## src/rtl/mcp3008_pkg.sv

```systemverilog
// Shared definitions for the MCP3008 emulator: FSM encoding, dclk pulse
// indices within a frame, and the power-on channel contents.
package mcp3008_pkg;

    typedef enum logic [2:0] {
        IDLE,
        WAIT_START,
        CMD,
        NULLB,
        MSB,
        TAIL
    } state_e;

    localparam int NUM_CH = 8;
    localparam int CH_W   = 10;
    localparam int PW     = 5;

    // Pulse numbers count dclk rising edges, with the start bit as pulse 1
    localparam logic [PW-1:0] P_START   = 5'd1;
    localparam logic [PW-1:0] P_D0      = 5'd5;
    localparam logic [PW-1:0] P_NULL    = 5'd6;
    localparam logic [PW-1:0] P_B0      = 5'd16;
    localparam logic [PW-1:0] P_LSB_END = 5'd25;

    // Channel n powers up holding 128*n+5, so every channel reads back distinct
    function automatic logic [CH_W-1:0] ch_reset_val(input int n);
        return CH_W'(128 * n + 5);
    endfunction

endpackage

```

## src/rtl/mcp3008_sync_edge_detect.sv

```systemverilog
// Multi-flop synchronizer for one asynchronous pin, followed by a history
// flop that turns level changes into single-clk rise/fall pulses.
module sync_edge_detect #(
    parameter int   SYNC_STAGES = 2,
    parameter logic RST_VAL     = 1'b0
) (
    input  logic clk,
    input  logic rst_n,
    input  logic pin_i,
    output logic rise_o,
    output logic fall_o
);
    logic [SYNC_STAGES-1:0] sync_q;
    logic                   prev_q;

    // Resample the pin, then remember the previous synchronized level
    always_ff @(posedge clk or negedge rst_n) begin
        if (!rst_n) begin
            sync_q <= {SYNC_STAGES{RST_VAL}};
            prev_q <= RST_VAL;
        end else begin
            sync_q <= {sync_q[SYNC_STAGES-2:0], pin_i};
            prev_q <= sync_q[SYNC_STAGES-1];
        end
    end

    assign rise_o =  sync_q[SYNC_STAGES-1] & ~prev_q;
    assign fall_o = ~sync_q[SYNC_STAGES-1] &  prev_q;

endmodule

```

## src/rtl/mcp3008_emulator.sv

```systemverilog
// MCP3008 SPI ADC emulator: decodes the start/SGL/D2..D0 command, then
// shifts back a 10-bit value taken from eight host-writable channel
// registers. Optional build macro MCP3008_EMU_LSB_FIRST_EN adds the
// LSB-first repeat (B1..B9) after B0; otherwise dout is 0 after B0.
module mcp3008_emulator
    import mcp3008_pkg::*;
#(
    parameter int SYNC_STAGES = 2
) (
    input  logic       clk,
    input  logic       rst_n,
    input  logic       cs_n,
    input  logic       dclk,
    input  logic       din,
    output logic       dout,
    output logic       dout_oe,
    input  logic       wr_en,
    input  logic [2:0] wr_addr,
    input  logic [9:0] wr_data,
    output logic       conv_done,
    output logic [2:0] conv_ch,
    output logic       conv_sgl
);
    logic cs_rise, cs_fall, dclk_rise, dclk_fall;
    logic [SYNC_STAGES-1:0] din_sync_q;
    logic din_s;

    state_e                   state_q, state_d;
    logic [PW-1:0]            pulse_q, pulse_d;
    logic [3:0]               cmd_q, cmd_d;
    logic [CH_W-1:0]          sr_q, sr_d;
    logic                     dout_q, dout_d, oe_q, oe_d;
    logic                     done_q, done_d, sgl_q, sgl_d;
    logic [2:0]               ch_sel_q, ch_sel_d;
    logic [NUM_CH-1:0][CH_W-1:0] ch_q, ch_d;

    sync_edge_detect #(.SYNC_STAGES(SYNC_STAGES), .RST_VAL(1'b1)) u_cs_sync (
        .clk(clk), .rst_n(rst_n), .pin_i(cs_n), .rise_o(cs_rise), .fall_o(cs_fall)
    );

    // dclk edges only act outside IDLE, and every path with cs_n high
    // lands in IDLE, so no separate cs_n-level gating is needed.
    sync_edge_detect #(.SYNC_STAGES(SYNC_STAGES), .RST_VAL(1'b1)) u_dclk_sync (
        .clk(clk), .rst_n(rst_n), .pin_i(dclk), .rise_o(dclk_rise), .fall_o(dclk_fall)
    );

    // din shares the dclk synchronizer depth so it lines up with dclk edges
    assign din_s = din_sync_q[SYNC_STAGES-1];

    // SGL returns the channel directly; DIFF subtracts the pair and clamps at 0
    function automatic logic [CH_W-1:0] conv_value(input logic [NUM_CH-1:0][CH_W-1:0] ch,
                                                   input logic [3:0] cmd);
        logic [CH_W-1:0] pos, neg;
        logic [CH_W:0]   diff;
        pos  = ch[{cmd[2:1], cmd[0]}];
        neg  = ch[{cmd[2:1], ~cmd[0]}];
        diff = {1'b0, pos} - {1'b0, neg};
        if (cmd[3])
            return ch[cmd[2:0]];
        return diff[CH_W] ? '0 : diff[CH_W-1:0];
    endfunction

    // Host writes land next clk; the conversion reads the post-write view so
    // a write in the latch cycle wins.
    always_comb begin
        ch_d = ch_q;
        if (wr_en)
            ch_d[wr_addr] = wr_data;
    end

    // State and datapath registers
    always_ff @(posedge clk or negedge rst_n) begin
        if (!rst_n) begin
            state_q    <= IDLE;
            pulse_q    <= '0;
            cmd_q      <= '0;
            sr_q       <= '0;
            dout_q     <= 1'b0;
            oe_q       <= 1'b0;
            done_q     <= 1'b0;
            sgl_q      <= 1'b0;
            ch_sel_q   <= '0;
            din_sync_q <= '0;
            for (int n = 0; n < NUM_CH; n++)
                ch_q[n] <= ch_reset_val(n);
        end else begin
            state_q    <= state_d;
            pulse_q    <= pulse_d;
            cmd_q      <= cmd_d;
            sr_q       <= sr_d;
            dout_q     <= dout_d;
            oe_q       <= oe_d;
            done_q     <= done_d;
            sgl_q      <= sgl_d;
            ch_sel_q   <= ch_sel_d;
            din_sync_q <= {din_sync_q[SYNC_STAGES-2:0], din};
            ch_q       <= ch_d;
        end
    end

    // Next state: cs_n edges override everything, then dclk-driven progress
    always_comb begin
        state_d = state_q;
        pulse_d = pulse_q;
        cmd_d   = cmd_q;
        if (cs_rise) begin
            state_d = IDLE;
        end else if (cs_fall) begin
            state_d = WAIT_START;
            pulse_d = '0;
        end else begin
            if (dclk_rise && state_q != IDLE && state_q != WAIT_START && pulse_q != '1)
                pulse_d = pulse_q + 5'd1;
            case (state_q)
                WAIT_START: if (dclk_rise && din_s) begin
                    state_d = CMD;
                    pulse_d = P_START;
                end
                CMD: if (dclk_rise) begin
                    cmd_d = {cmd_q[2:0], din_s};
                    if (pulse_q == P_D0 - 5'd1)
                        state_d = NULLB;
                end
                NULLB: if (dclk_fall && pulse_q == P_NULL)
                    state_d = MSB;
                MSB: if (dclk_fall && pulse_q == P_B0)
                    state_d = TAIL;
                default: ;
            endcase
        end
    end

    // Outputs: dout only moves on dclk falls; MSB phase rotates so the
    // shift register holds the original value again when TAIL starts.
    always_comb begin
        dout_d   = dout_q;
        oe_d     = oe_q;
        sr_d     = sr_q;
        done_d   = 1'b0;
        sgl_d    = sgl_q;
        ch_sel_d = ch_sel_q;
        if (cs_rise || cs_fall) begin
            oe_d = 1'b0;
        end else begin
            case (state_q)
                CMD: if (dclk_rise && pulse_q == P_D0 - 5'd1)
                    sr_d = conv_value(ch_d, {cmd_q[2:0], din_s});
                NULLB: if (dclk_fall && pulse_q == P_NULL) begin
                    oe_d   = 1'b1;
                    dout_d = 1'b0;
                end
                MSB: if (dclk_fall) begin
                    dout_d = sr_q[CH_W-1];
                    sr_d   = {sr_q[CH_W-2:0], sr_q[CH_W-1]};
                    if (pulse_q == P_B0) begin
                        done_d   = 1'b1;
                        ch_sel_d = cmd_q[2:0];
                        sgl_d    = cmd_q[3];
                    end
                end
                TAIL: if (dclk_fall) begin
`ifdef MCP3008_EMU_LSB_FIRST_EN
                    // Zero-fill right shift: after B9 the output naturally goes 0
                    if (pulse_q <= P_LSB_END) begin
                        dout_d = sr_q[1];
                        sr_d   = {1'b0, sr_q[CH_W-1:1]};
                    end else begin
                        dout_d = 1'b0;
                    end
`else
                    dout_d = 1'b0;
`endif
                end
                default: ;
            endcase
        end
    end

    assign dout      = dout_q;
    assign dout_oe   = oe_q;
    assign conv_done = done_q;
    assign conv_ch   = ch_sel_q;
    assign conv_sgl  = sgl_q;

endmodule
```

## config.mk

```make
export PLATFORM = sky130hd
export DESIGN_NAME = mcp3008_emulator
export DESIGN_NICKNAME = d
export VERILOG_FILES = /design/src/rtl/mcp3008_pkg.sv /design/src/rtl/mcp3008_sync_edge_detect.sv /design/src/rtl/mcp3008_emulator.sv
export SDC_FILE = /design/constraint.sdc
export NUM_CORES = 1
export LEC_CHECK = 0
export ABC_AREA = 0
export BUFFER_PORTS_ARGS = -buffer_cell sky130_fd_sc_hd__buf_2
export CAP_MARGIN = 40
export CORE_MARGIN = 2
export CORE_UTILIZATION = 55
export DETAILED_ROUTE_END_ITERATION = 8
export GPL_ROUTABILITY_DRIVEN = 0
export PLACE_DENSITY = 0.74
export SYNTH_ARGS = -nofsm -noshare
export SYNTH_HDL_FRONTEND = slang
export SYNTH_HIERARCHICAL = 1
export SYNTH_SLANG_ARGS = --single-unit
```

## constraint.sdc

```tcl
create_clock -name clk -period 3.9 [get_ports clk]
set_clock_uncertainty 0.1 [all_clocks]
set_input_delay 0 -clock clk [delete_from_list [all_inputs] [get_ports clk]]
set_output_delay 0 -clock clk [all_outputs]
set_load 0.01 [all_outputs]
```

==> run summary, run 1 <==
PnR worst setup slack -> 0.1367 ns
Worst slew margin -> 0.5497
vias -> 4,676
wire per inst -> 18.57 um
Avg Cell Area, Syn -> 11.11 um^2
layout cell share with drive strength beyond 1 -> 0.2412
IO Count -> 26
sw frac -> 0.3534
fin cells -> 802
vias per cell -> 5.830
# rows -> 40
FF+latch count, synth -> 117
Seq pwr share -> 0.287
number of remaining DRC errors -> 0
TritonCTS clock tree -> done
HPWL after detailed placement -> 10.09 mm
# H-tree levels -> 4
post-synth top area share -> 0.3106
Syn Nets -> 636
status -> complete, no violations
Post-Place Setup Slack -> 0.1374 ns
TritonCTS Buffers -> 17
dominant cells by area after synthesis -> dfrtp_1 (31%), mux2i_1 (16%), dfstp_2 (13%)
Synth Flop Type -> dfrtp_1
Fin. Hold Viols -> 0
hold_ws -> 0.04088 ns
clock sink total -> 117
Die W -> 114.3 um
fin crit period -> 3.763 ns
die area -> 13,060 um^2
fraction of registers with async set/reset -> 1.000
Clock Latency Late Sink -> 0.42 ns
Starting Density -> 0.5590
count of cell types in the netlist -> 58
number of slew-limit violations in the final report -> 0
initial antenna violation count -> 0
Initial DRC Count -> 370
cell count after placement -> 754
I/O Buffers -> 25
drt pass-1 iters -> 5
final setup vio count -> 0
Layout Utilization -> 0.6507
fin area -> 7784 um^2
root buffer cell -> clkbuf_16
P_leak -> 3.852 nW
min-delay worst type -> input port to register
number of flops mapped to enable cells by yosys -> 0
pin count of the biggest net entering global routing -> 52
Post-Syn Area -> 6686 um^2
Clk pwr share -> 0.296
CP Data Required Time -> 4.10 ns
Antenna Nets Post-Route -> 0
CTS Buffer Depth -> 2
Final period util -> 0.9649
# diodes -> 0
crit-path max FO -> 9
IR drop worst, VDD -> 0.4270 mV
total grt overflow -> 0
Layout area overhead -> 16.41%
Int Power -> 3.552 mW
Crit Path Class -> input port to register
Critical Path Start Type -> input port
sequential area share after synthesis -> 0.4442
endpoint class of the critical path -> register
Nets -> 676
cell taking the most area after synthesis -> dfrtp_1
die height -> 114.3 um
switching power -> 1.942 mW
vias in the first global route -> 4,725
WL final -> 14.89 mm
power per cell area -> 705.8 nW/um^2
CP arrival -> 3.96 ns
Worst Tran Pin Value -> 0.6741 ns
Setup Fix Bufs, Post-CTS -> 0
CORE AREA -> 11,960 um^2
Overall Global Routing Usage -> 0.2504
Max Cap Viol -> 0
combinational share of power -> 0.417
area post-placement -> 6992 um^2
Fmax achieved -> 265.7 MHz
Post-Synthesis Cells -> 602
first-pass GRT wire length -> 24.50 mm
clk slew on worst S/H paths -> 0.06 ns
Yosys Warn Count -> 6
-- flip-flops by register name (all words and copies together), names as in the netlist --
register            flops
u_cs_sync/sync_q        2
conv_ch                 3
u_cs_sync/prev_q        1
sr_q                   10
pulse_q                 5
ch_q                   80
dout_oe                 1
conv_sgl                1
u_dclk_sync/prev_q      1
din_sync_q              2
u_dclk_sync/sync_q      2
dout                    1
cmd_q                   4
conv_done               1
state_q                 3
-- cell usage after synthesis (4+ instances only) --
cell type,instances
nand3_1,5
buf_4,4
nor2b_1,8
a21oi_1,22
nand4b_1,4
nand2_1,23
o21a_1,6
nor2_1,26
ha_1,14
buf_2,7
dfstp_2,34
dfrtp_1,83
mux4_2,26
mux2i_1,105
and3_1,6
o21ai_0,19
clkbuf_1,23
buf_6,5
mux2_2,12
nand4_1,4
nand2b_1,8
inv_1,91
a211oi_1,5
-- kinds of logic after synthesis --
family	synth area share
compound gates	0.08327
xor+xnor	0.005240
fa+ha+maj	0.02919
buf+inv	0.08383
flops	0.4442
mux	0.2650
simple gates	0.08926
-- timing repair --
item                                    4_1_cts  5_1_grt
hold endpoints to repair                    132        0
gates resized for setup                       0        3
endpoints found under the setup margin        0        6
hold buffers                                 16        0
-- power groups by stage --
stage	combinational [mW]	clock [mW]	sequential [mW]
6_report	2.29	1.63	1.58
5_1_grt	2.50	1.71	1.60
4_1_cts	2.20	1.65	1.58
3_5_place_dp	2.16	0	1.59
3_3_place_gp	2.08	0	1.58
2_1_floorplan	1.71	0	1.54
-- stage by stage --
step                      power (mW)  setup TNS, ns
after floorplan                3.256              0
after global placement         3.665              0
after detailed placement       3.745              0
after CTS                      5.424              0
after global routing           5.806       -0.04355
final                          5.494              0
-- path summary, 6_finish.rpt --
path | startpoint | to | slack [ns] | cells after the start
max in group asynchronous | rst_n | ch_q[78]$_DFF_PN1_ | 2.72 | 3
min | wr_addr[2] | ch_q[0]$_DFF_PN1_ | 0.04 | 4
min reg2reg | u_cs_sync/sync_q[0]$_DFF_PN1_ | u_cs_sync/sync_q[1]$_DFF_PN1_ | 0.26 | 0
max | wr_addr[0] | sr_q[0]$_DFFE_PN0P_ | 0.14 | 14
min in group asynchronous | rst_n | ch_q[11]$_DFF_PN0_ | 0.06 | 2
max reg2reg | din_sync_q[1]$_DFF_PN0_ | sr_q[5]$_DFFE_PN0P_ | 0.30 | 9
-- metal layers --
| layer | up-vias | wire [um] | GRT usage | share of wire |
|---|---|---|---|---|
| met1 | 2337 | 6518 | 0.3187 | 0.44 |
| li1 | 2181 | - | - | - |
| met2 | 127 | 7411 | 0.4083 | 0.50 |
| met5 | - | 0 | 0 | 0 |
| met3 | 31 | 598 | 0.06829 | 0.040 |
| met4 | 0 | 362 | 0.1016 | 0.024 |
-- placed cells by master (no fill, tap or decap), types with 5 or more instances in the layout --
cell | netlist | final
mux2i_1 | 105 | 105
inv_1 | 91 | 91
dfrtp_1 | 83 | 82
dfstp_2 | 34 | 34
mux4_2 | 26 | 26
nor2_1 | 26 | 26
buf_2 | 7 | 24
nand2_1 | 23 | 23
a21oi_1 | 22 | 22
o21ai_0 | 19 | 18
buf_4 | 4 | 18
clkbuf_16 | 0 | 17
dlygate4sd3_1 | 0 | 16
ha_1 | 14 | 14
mux2_2 | 12 | 12
nand2b_1 | 8 | 8
nor2b_1 | 8 | 8
and3_1 | 6 | 6
o21a_1 | 6 | 6
nand3_1 | 5 | 5
a211oi_1 | 5 | 5
-- worst max-delay path, stage by stage --
cell and delay [ns]:
dlygate4sd3_1 0.53, buf_2 0.18, and4bb_1 0.43, buf_4 0.19, mux2i_1 0.25, mux2i_1 0.15, mux4_2 0.54, fa_1 0.49
a21oi_1 0.25, o21ai_1 0.20, a31oi_2 0.33, o21ai_0 0.13, a21oi_1 0.22, a211oi_1 0.07
-- layout make-up --
cell class | count | area, um^2
Clock inverter | 11 | 177.7
Clock buffer | 21 | 440.4
Sequential cell | 117 | 2972
Timing Repair Buffer | 62 | 495.5
Fill cell | 902 | 4178
Inverter | 92 | 345.3
Tap cell | 147 | 183.9
Multi-Input combinational cell | 352 | 3169
Power figures use the tool's default switching activity.
==> run 2, diff against run 1 <==
--- a/config.mk
+++ b/config.mk
@@ -13,6 +13,7 @@
 export DETAILED_ROUTE_END_ITERATION = 8
 export GPL_ROUTABILITY_DRIVEN = 0
 export PLACE_DENSITY = 0.74
+export REMOVE_ABC_BUFFERS = 1
 export SYNTH_ARGS = -nofsm -noshare
 export SYNTH_HDL_FRONTEND = slang
 export SYNTH_HIERARCHICAL = 1
==> run 2 against run 1 <==
Wire length is 0.14% higher. Flip-flop and latch count unchanged. Via count about the same. Total power is 0.15% higher. Critical path depth unchanged. Count of clock-buffer cells in the layout is 1 lower. Critical path type unchanged. Largest power group unchanged.
==> run summary, run 2 (synthesized netlist as in run 1, its figures left out) <==
status -> complete, no violations
# rows -> 40 (unchanged)
combinational share of power -> 0.416 (about the same)
Largest register FFs -> 80 (unchanged)
Worst Tran Pin Value -> 0.8241 ns (+0.1500 ns)
fill count -> 913 (+1.2%)
layout cell share with drive strength beyond 1 -> 0.2481 (+0.006876)
CP arrival -> 3.99 ns (+0.03 ns)
sw frac -> 0.3556 (+0.002238)
vias per cell -> 5.811 (-0.33%)
I/O Buffers -> 25 (unchanged)
initial antenna violation count -> 0 (unchanged)
drt pass-1 iters -> 5 (unchanged)
switching power -> 1.957 mW (+0.79%)
die area -> 13,060 um^2 (unchanged)
most common cell after layout, fill and taps aside -> mux2i_1
cell chain of the critical path -> dlygate4sd3_1 -> buf_2 -> nand4b_1 -> buf_4 -> mux2i_1 -> mux2i_1 -> mux4_2 -> ha_1 -> nor2b_1 -> o31a_1 -> o21a_1 -> o21ai_0 -> or3b_2 -> a21oi_1
Die W -> 114.3 um (unchanged)
pin count of the biggest net entering global routing -> 49 (-5.8%)
endpoint class of the critical path -> register
fin cells -> 804 (+0.25%)
Regs by FF count -> ch_q (80), sr_q (10), pulse_q (5)
Starting Density -> 0.5590 (unchanged)
IO Count -> 26 (unchanged)
die height -> 114.3 um (unchanged)
clk slew on worst S/H paths -> 0.06 ns (about the same)
critical path's slowest cell -> mux4_2
Overall Global Routing Usage -> 0.2511 (+0.0006587)
Multi-input gate area -> 3193 um^2 (+0.75%)
power per cell area -> 703.6 nW/um^2 (-0.31%)
WL final -> 14.91 mm (+0.14%)
Layout area overhead -> 16.95%
Initial DRC Count -> 293 (-21%)
clock sink total -> 117 (unchanged)
CP top delay family -> multiplexers
TritonCTS Buffers -> 17 (unchanged)
P_leak -> 3.877 nW (+0.64%)
number of remaining DRC errors -> 0 (unchanged)
CTS Buffer Depth -> 2 (unchanged)
CP Data Required Time -> 4.14 ns (+0.04 ns)
min-delay worst type -> input port to register
TritonCTS clock tree -> done
Final period util -> 0.9613 (-0.003632)
Clock Latency Late Sink -> 0.42 ns (about the same)
RSZ-0062 raised after global routing -> false
Nets -> 678 (+0.30%)
Storage cell area -> 2972 um^2 (unchanged)
wire per inst -> 18.55 um (-0.11%)
HPWL after detailed placement -> 10.07 mm (-0.19%)
Critical Path Start Type -> input port
Worst slew margin -> 0.4506 (-0.09910)
register with the most flip-flops -> ch_q
first-pass GRT wire length -> 24.93 mm (+1.7%)
Seq pwr share -> 0.293 (+0.006)
Max Cap Viol -> 0 (unchanged)
total grt overflow -> 0 (unchanged)
Clk pwr share -> 0.291 (-0.005)
cell count after placement -> 753 (-0.13%)
CP bufs+invs -> 3 (unchanged)
vias -> 4,672 (-0.086%)
root buffer cell -> clkbuf_16
# H-tree levels -> 4 (unchanged)
crit-path max FO -> 9 (unchanged)
Fin. Hold Viols -> 0 (unchanged)
Setup Fix Bufs, Post-CTS -> 0 (unchanged)
Antenna Nets Post-Route -> 0 (unchanged)
IR drop worst, VDD -> 0.4325 mV (+1.3%)
CORE AREA -> 11,960 um^2 (unchanged)
slowest stage delay, CP -> 0.54 ns (about the same)
Crit path top cell by count -> mux2i_1
PnR worst setup slack -> 0.1509 ns (+0.01416 ns)
# diodes -> 0 (unchanged)
vias in the first global route -> 4,931 (+4.4%)
Fmax achieved -> 266.7 MHz (+0.38%)
Crit Path Class -> input port to register
Post-Place Setup Slack -> 0.2783 ns (+0.1409 ns)
final setup vio count -> 0 (unchanged)
number of slew-limit violations in the final report -> 0 (unchanged)
fin crit period -> 3.749 ns (-0.01416 ns)
commonest non-fill, non-tap cells in the layout -> mux2i_1 (105), inv_1 (91), dfrtp_1 (82), dfstp_2 (34)
Int Power -> 3.545 mW (-0.20%)
[run 2: final timing paths]
kind / from / to / slack [ns] / depth (start not counted)
worst max-delay path: wr_addr[2] / sr_q[5]$_DFFE_PN0P_ / 0.15 / 14
worst min-delay path: wr_en / ch_q[50]$_DFF_PN1_ / 0.04 / 4
worst max register to register: cmd_q[0]$_DFFE_PN0P_ / sr_q[5]$_DFFE_PN0P_ / 0.44 / 9
worst min register to register: din_sync_q[0]$_DFF_PN0_ / din_sync_q[1]$_DFF_PN0_ / 0.25 / 0
max in group asynchronous: rst_n / ch_q[11]$_DFF_PN0_ / 1.94 / 4
min in group asynchronous: rst_n / ch_q[7]$_DFF_PN0_ / 0.48 / 3
[run 2: area by class of cell]
cell class,count,share of cell area
Multi-Input combinational cell,352,0.4083
Sequential cell,117,0.3800
Timing Repair Buffer,64,0.06608
Clock buffer,20,0.05840
Inverter,92,0.04416
Tap cell,147,0.02352
Clock inverter,12,0.01952
[run 2: metal layers]
metal / vias to the layer above / GRT usage / part of all wire
met3: 31 / 0.06776 / 0.039
met4: 0 / 0.1203 / 0.023
met5: - / 0 / 0
li1: 2185 / - / -
met1: 2342 / 0.3358 / 0.46
met2: 114 / 0.3825 / 0.48
[run 2: worst register-to-register path, stage by stage, from the launching register on]
cell and delay [ns]:
dfrtp_2 0.47, buf_12 0.27, mux4_2 0.57, mux2_2 0.28
ha_1 0.36, a21oi_1 0.10, o32ai_2 0.50, a31oi_4 0.10
or3b_2 0.49, a21oi_1 0.14
[run 2: what timing repair did]
action	4_1_cts	5_1_grt
hold endpoints to repair	157	0
setup endpoints to repair	0	8
gates resized for setup	0	8
hold buffers	19	0
[run 2: power by group through the flow]
stage	clock, mW	combinational [mW]	sequential (mW)
after floorplan	0	1.58	1.65
after global placement	0	2.05	1.62
after detailed placement	0	2.11	1.63
after CTS	1.62	2.16	1.62
after global routing	1.68	2.50	1.64
final	1.60	2.29	1.61
[run 2: per-stage QoR]
| step | setup TNS, ns | util | area [um^2] | hold WS [ns] | total power, mW |
|---|---|---|---|---|---|
| 2_1_floorplan | -4.868 | - | 6471 | -0.3956 | 3.221 |
| 3_3_place_gp | 0 | 0.5812 | 6952 | 0.005841 | 3.668 |
| 6_report | 0 | 0.6538 | 7820 | 0.04104 | 5.502 |
| 4_1_cts | 0 | 0.6503 | 7779 | 0.009425 | 5.395 |
| 5_1_grt | 0 | 0.6538 | 7820 | 0.05005 | 5.820 |
| 3_5_place_dp | 0 | 0.5835 | 6979 | -0.1260 | 3.744 |
==> run 3, diff against run 2 <==
--- a/config.mk
+++ b/config.mk
@@ -5,7 +5,7 @@
 export SDC_FILE = /design/constraint.sdc
 export NUM_CORES = 1
 export LEC_CHECK = 0
-export ABC_AREA = 0
+export ABC_AREA = 1
 export BUFFER_PORTS_ARGS = -buffer_cell sky130_fd_sc_hd__buf_2
 export CAP_MARGIN = 40
 export CORE_MARGIN = 2
==> run 3 against run 2 <==
Cell area grew 5.3%. Via count is 43% higher. Setup slack gained 0.13 ns. Cell count up 49%. Largest cell class unchanged.
==> run summary, run 3 <==
Final Power -> 6.163 mW (+12%)
Crit path top cell by count -> nand2_1
hold_ws -> 0.02854 ns (-0.01249 ns)
crit-path max FO -> 7 (-2)
Yosys Warn Count -> 6 (unchanged)
IR drop worst, VDD -> 0.3676 mV (-15%)
largest family of logic cells by synthesized area -> simple AND/OR/NAND/NOR gates
Die W -> 117.0 um (+2.4%)
die height -> 117.0 um (+2.4%)
post-synth top area share -> 0.2956 (-0.01504)
first-pass GRT wire length -> 31.04 mm (+25%)
IO Count -> 26 (unchanged)
number of flops mapped to enable cells by yosys -> 0 (unchanged)
Antenna Nets Post-Route -> 0 (unchanged)
Max Cap Viol -> 0 (unchanged)
cell chain of the critical path -> dlygate4sd3_1 -> clkbuf_4 -> nand2_2 -> dlygate4sd3_1 -> nor2_4 -> buf_12 -> nand2_1 -> nand2_1 -> nor2_1 -> o22ai_1 -> o21ai_0 -> ha_1 -> a21oi_1 -> nand2_1 -> a21oi_2 -> o21ai_0 -> nand2_1 -> inv_2 -> a21oi_1 -> nand2_1 -> nand2_1 -> nand2_1
Critical Path Start Type -> input port
fraction of registers with async set/reset -> 1.000 (unchanged)
clk slew on worst S/H paths -> 0.06 ns (about the same)
clock sink total -> 117 (unchanged)
pin count of the biggest net entering global routing -> 54 (+10%)
Nets -> 1,048 (+55%)
compound-gate portion of the synthesized area -> 0.1188 (+0.03550)
HPWL after detailed placement -> 12.58 mm (+25%)
cell taking the most area after synthesis -> dfrtp_1
critical path's slowest cell -> dlygate4sd3_1
commonest non-fill, non-tap cells in the layout -> nand2_1 (320), nand3_1 (126), dfrtp_1 (82), inv_1 (74), nor2_1 (70)
Multi-input gate area -> 3520 um^2 (+10%)
wire per inst -> 15.78 um (-15%)
endpoint class of the critical path -> register
TritonCTS Buffers -> 17 (unchanged)
Fin. Hold Viols -> 0 (unchanged)
most common cell after layout, fill and taps aside -> nand2_1
CP bufs+invs -> 5 (+2)
CP top delay family -> buffers and inverters
Starting Density -> 0.5591 (about the same)
Regs by FF count -> ch_q (80), sr_q (10), pulse_q (5)
Overall Global Routing Usage -> 0.2966 (+0.04549)
Post-synth top cells -> nand2_1 (320), nand3_1 (126), dfrtp_1 (83)
P_leak -> 4.089 nW (+5.5%)
# H-tree levels -> 4 (unchanged)
FF+latch count, synth -> 117 (unchanged)
vias -> 6,666 (+43%)
root buffer cell -> clkbuf_16
total grt overflow -> 0 (unchanged)
Avg Cell Area, Syn -> 7.229 um^2 (-35%)
Layout area overhead -> 17.24%
sequential area share after synthesis -> 0.4227 (-0.02152)
Storage cell area -> 2972 um^2 (unchanged)
XOR/XNOR Fraction of Synth Area -> 0.01371 (+0.008471)
number of slew-limit violations in the final report -> 0 (unchanged)
power per cell area -> 748.1 nW/um^2 (+6.3%)
count of cell types in the netlist -> 38 (-34%)
Crit Path Class -> input port to register
vias per cell -> 5.560 (-4.3%)
number of remaining DRC errors -> 0 (unchanged)
Simple-Gate Fraction of Synth Area -> 0.3392 (+0.2500)
Synth Flop Type -> dfrtp_1
# diodes -> 0 (unchanged)
Post-Synthesis Cells -> 972 (+61%)
fill count -> 1,106 (+21%)
post-synthesis adder-cell area fraction -> 0.02778 (-0.001414)
Post-Syn Area -> 7027 um^2 (+5.1%)
CP Data Required Time -> 4.11 ns (-0.03 ns)
TritonCTS clock tree -> done
RSZ-0062 raised after global routing -> false
most frequent cell after synthesis -> nand2_1
initial antenna violation count -> 0 (unchanged)
slowest stage delay, CP -> 0.60 ns (+0.06 ns)
Initial DRC Count -> 564 (+92%)
dominant cells by area after synthesis -> dfrtp_1 (30%), nand2_1 (17%), dfstp_2 (13%)
final setup vio count -> 0 (unchanged)
Final period util -> 0.9270 (-0.03426)
Worst slew margin -> 0.5342 (+0.08361)
mux contribution to synthesized area -> 0 (-0.2650)
die area -> 13,700 um^2 (+4.9%)
register with the most flip-flops -> ch_q
CORE AREA -> 12,570 um^2 (+5.1%)
WL final -> 18.92 mm (+27%)
layout cell share with drive strength beyond 1 -> 0.1538 (-0.09425)
CP arrival -> 3.83 ns (-0.16 ns)
vias in the first global route -> 6,204 (+26%)
Clock Latency Late Sink -> 0.43 ns (about the same)
Largest register FFs -> 80 (unchanged)
I/O Buffers -> 25 (unchanged)
status -> complete, no violations
drt pass-1 iters -> 5 (unchanged)
fin crit period -> 3.615 ns (-0.1336 ns)
# rows -> 41 (+2.5%)
CTS Buffer Depth -> 2 (unchanged)
Worst Tran Pin Value -> 0.6961 ns (-0.1280 ns)
min-delay worst type -> input port to async pin
Fmax achieved -> 276.6 MHz (+3.7%)
-- run 3: final timing paths --
check                                                 from                         endpoint  slack (ns)  cells after the start
setup reg to reg                   din_sync_q[1]$_DFF_PN0_              sr_q[5]$_DFFE_PN0P_        0.63                     19
setup / recovery                                wr_addr[2]              sr_q[5]$_DFFE_PN0P_        0.28                     22
hold reg to reg            u_dclk_sync/sync_q[0]$_DFF_PN1_  u_dclk_sync/sync_q[1]$_DFF_PN1_        0.25                      0
hold / removal                                       rst_n               ch_q[57]$_DFF_PN1_        0.03                      2
max in group asynchronous                            rst_n          din_sync_q[1]$_DFF_PN0_        2.83                      4
min in group clk                                       din          din_sync_q[0]$_DFF_PN0_        0.11                      2
-- run 3: per-stage QoR --
stage / cell area [um^2] / std cells / utilization / setup TNS [ns] / setup slack (ns)
4_1_cts: 8173 / 1195 / 0.6503 / 0 / 0.09702
6_report: 8238 / 1199 / 0.6555 / 0 / 0.2845
2_1_floorplan: 6797 / 925 / - / -16.31 / -1.683
5_1_grt: 8238 / 1199 / 0.6555 / 0 / 0.01607
3_5_place_dp: 7323 / 1142 / 0.5827 / 0 / 0.4933
3_3_place_gp: 7296 / 1141 / 0.5805 / 0 / 0.5690
-- run 3: layer usage --
layer / vias up / wire length (um) / global-route usage
met1: 3121 / 8262 / 0.3874
met3: 54 / 1187 / 0.07312
met5: - / 0 / 0
met4: 0 / 651 / 0.1302
li1: 3256 / - / -
met2: 235 / 8816 / 0.4713
-- run 3: final cells by class --
| type | instances | share of cell area |
|---|---|---|
| multi-input combinational | 724 | 0.4272 |
| timing repair buffer | 70 | 0.06987 |
| tap | 172 | 0.02612 |
| clock inverter | 14 | 0.02430 |
| clock buffer | 18 | 0.05331 |
| inverter | 84 | 0.03843 |
| sequential | 117 | 0.3607 |
-- run 3: worst reg2reg max path: stages (launching register included) --
cell,delay [ns]
dfrtp_2,0.51
inv_2,0.15
buf_12,0.23
nand2_1,0.14
nand3_1,0.10
nand3_1,0.13
o21ai_2,0.12
ha_2,0.21
inv_1,0.06
fa_1,0.40
nand3_1,0.10
nand2_1,0.12
a21oi_2,0.18
o21ai_0,0.09
nand2_1,0.13
inv_2,0.09
a21oi_1,0.13
nand2_1,0.07
nand2_1,0.06
nand2_1,0.05
-- run 3: report_power, final --
| group | total (mW) | switching [mW] | internal (mW) |
|---|---|---|---|
| Combinational | 2.85 | 1.79 | 1.07 |
| Sequential | 1.63 | 0.123 | 1.51 |
| Clock | 1.68 | 0.592 | 1.09 |
-- run 3: kinds of logic after synthesis --
group                    count (synthesis)
AND/OR/NAND/NOR                        559
AO/OA/AOI/OAI                          139
buffers and inverters                  131
flip-flops                             117
adder cells (fa/ha/maj)                 15
XOR/XNOR                                11
-- run 3: timing repair --
action | 4_1_cts | 5_1_grt
hold buffers | 21 | 0
endpoints found under the hold margin | 158 | 0
resized for setup | 0 | 9
endpoints found under the setup margin | 0 | 10
buffers inserted | 0 | 3
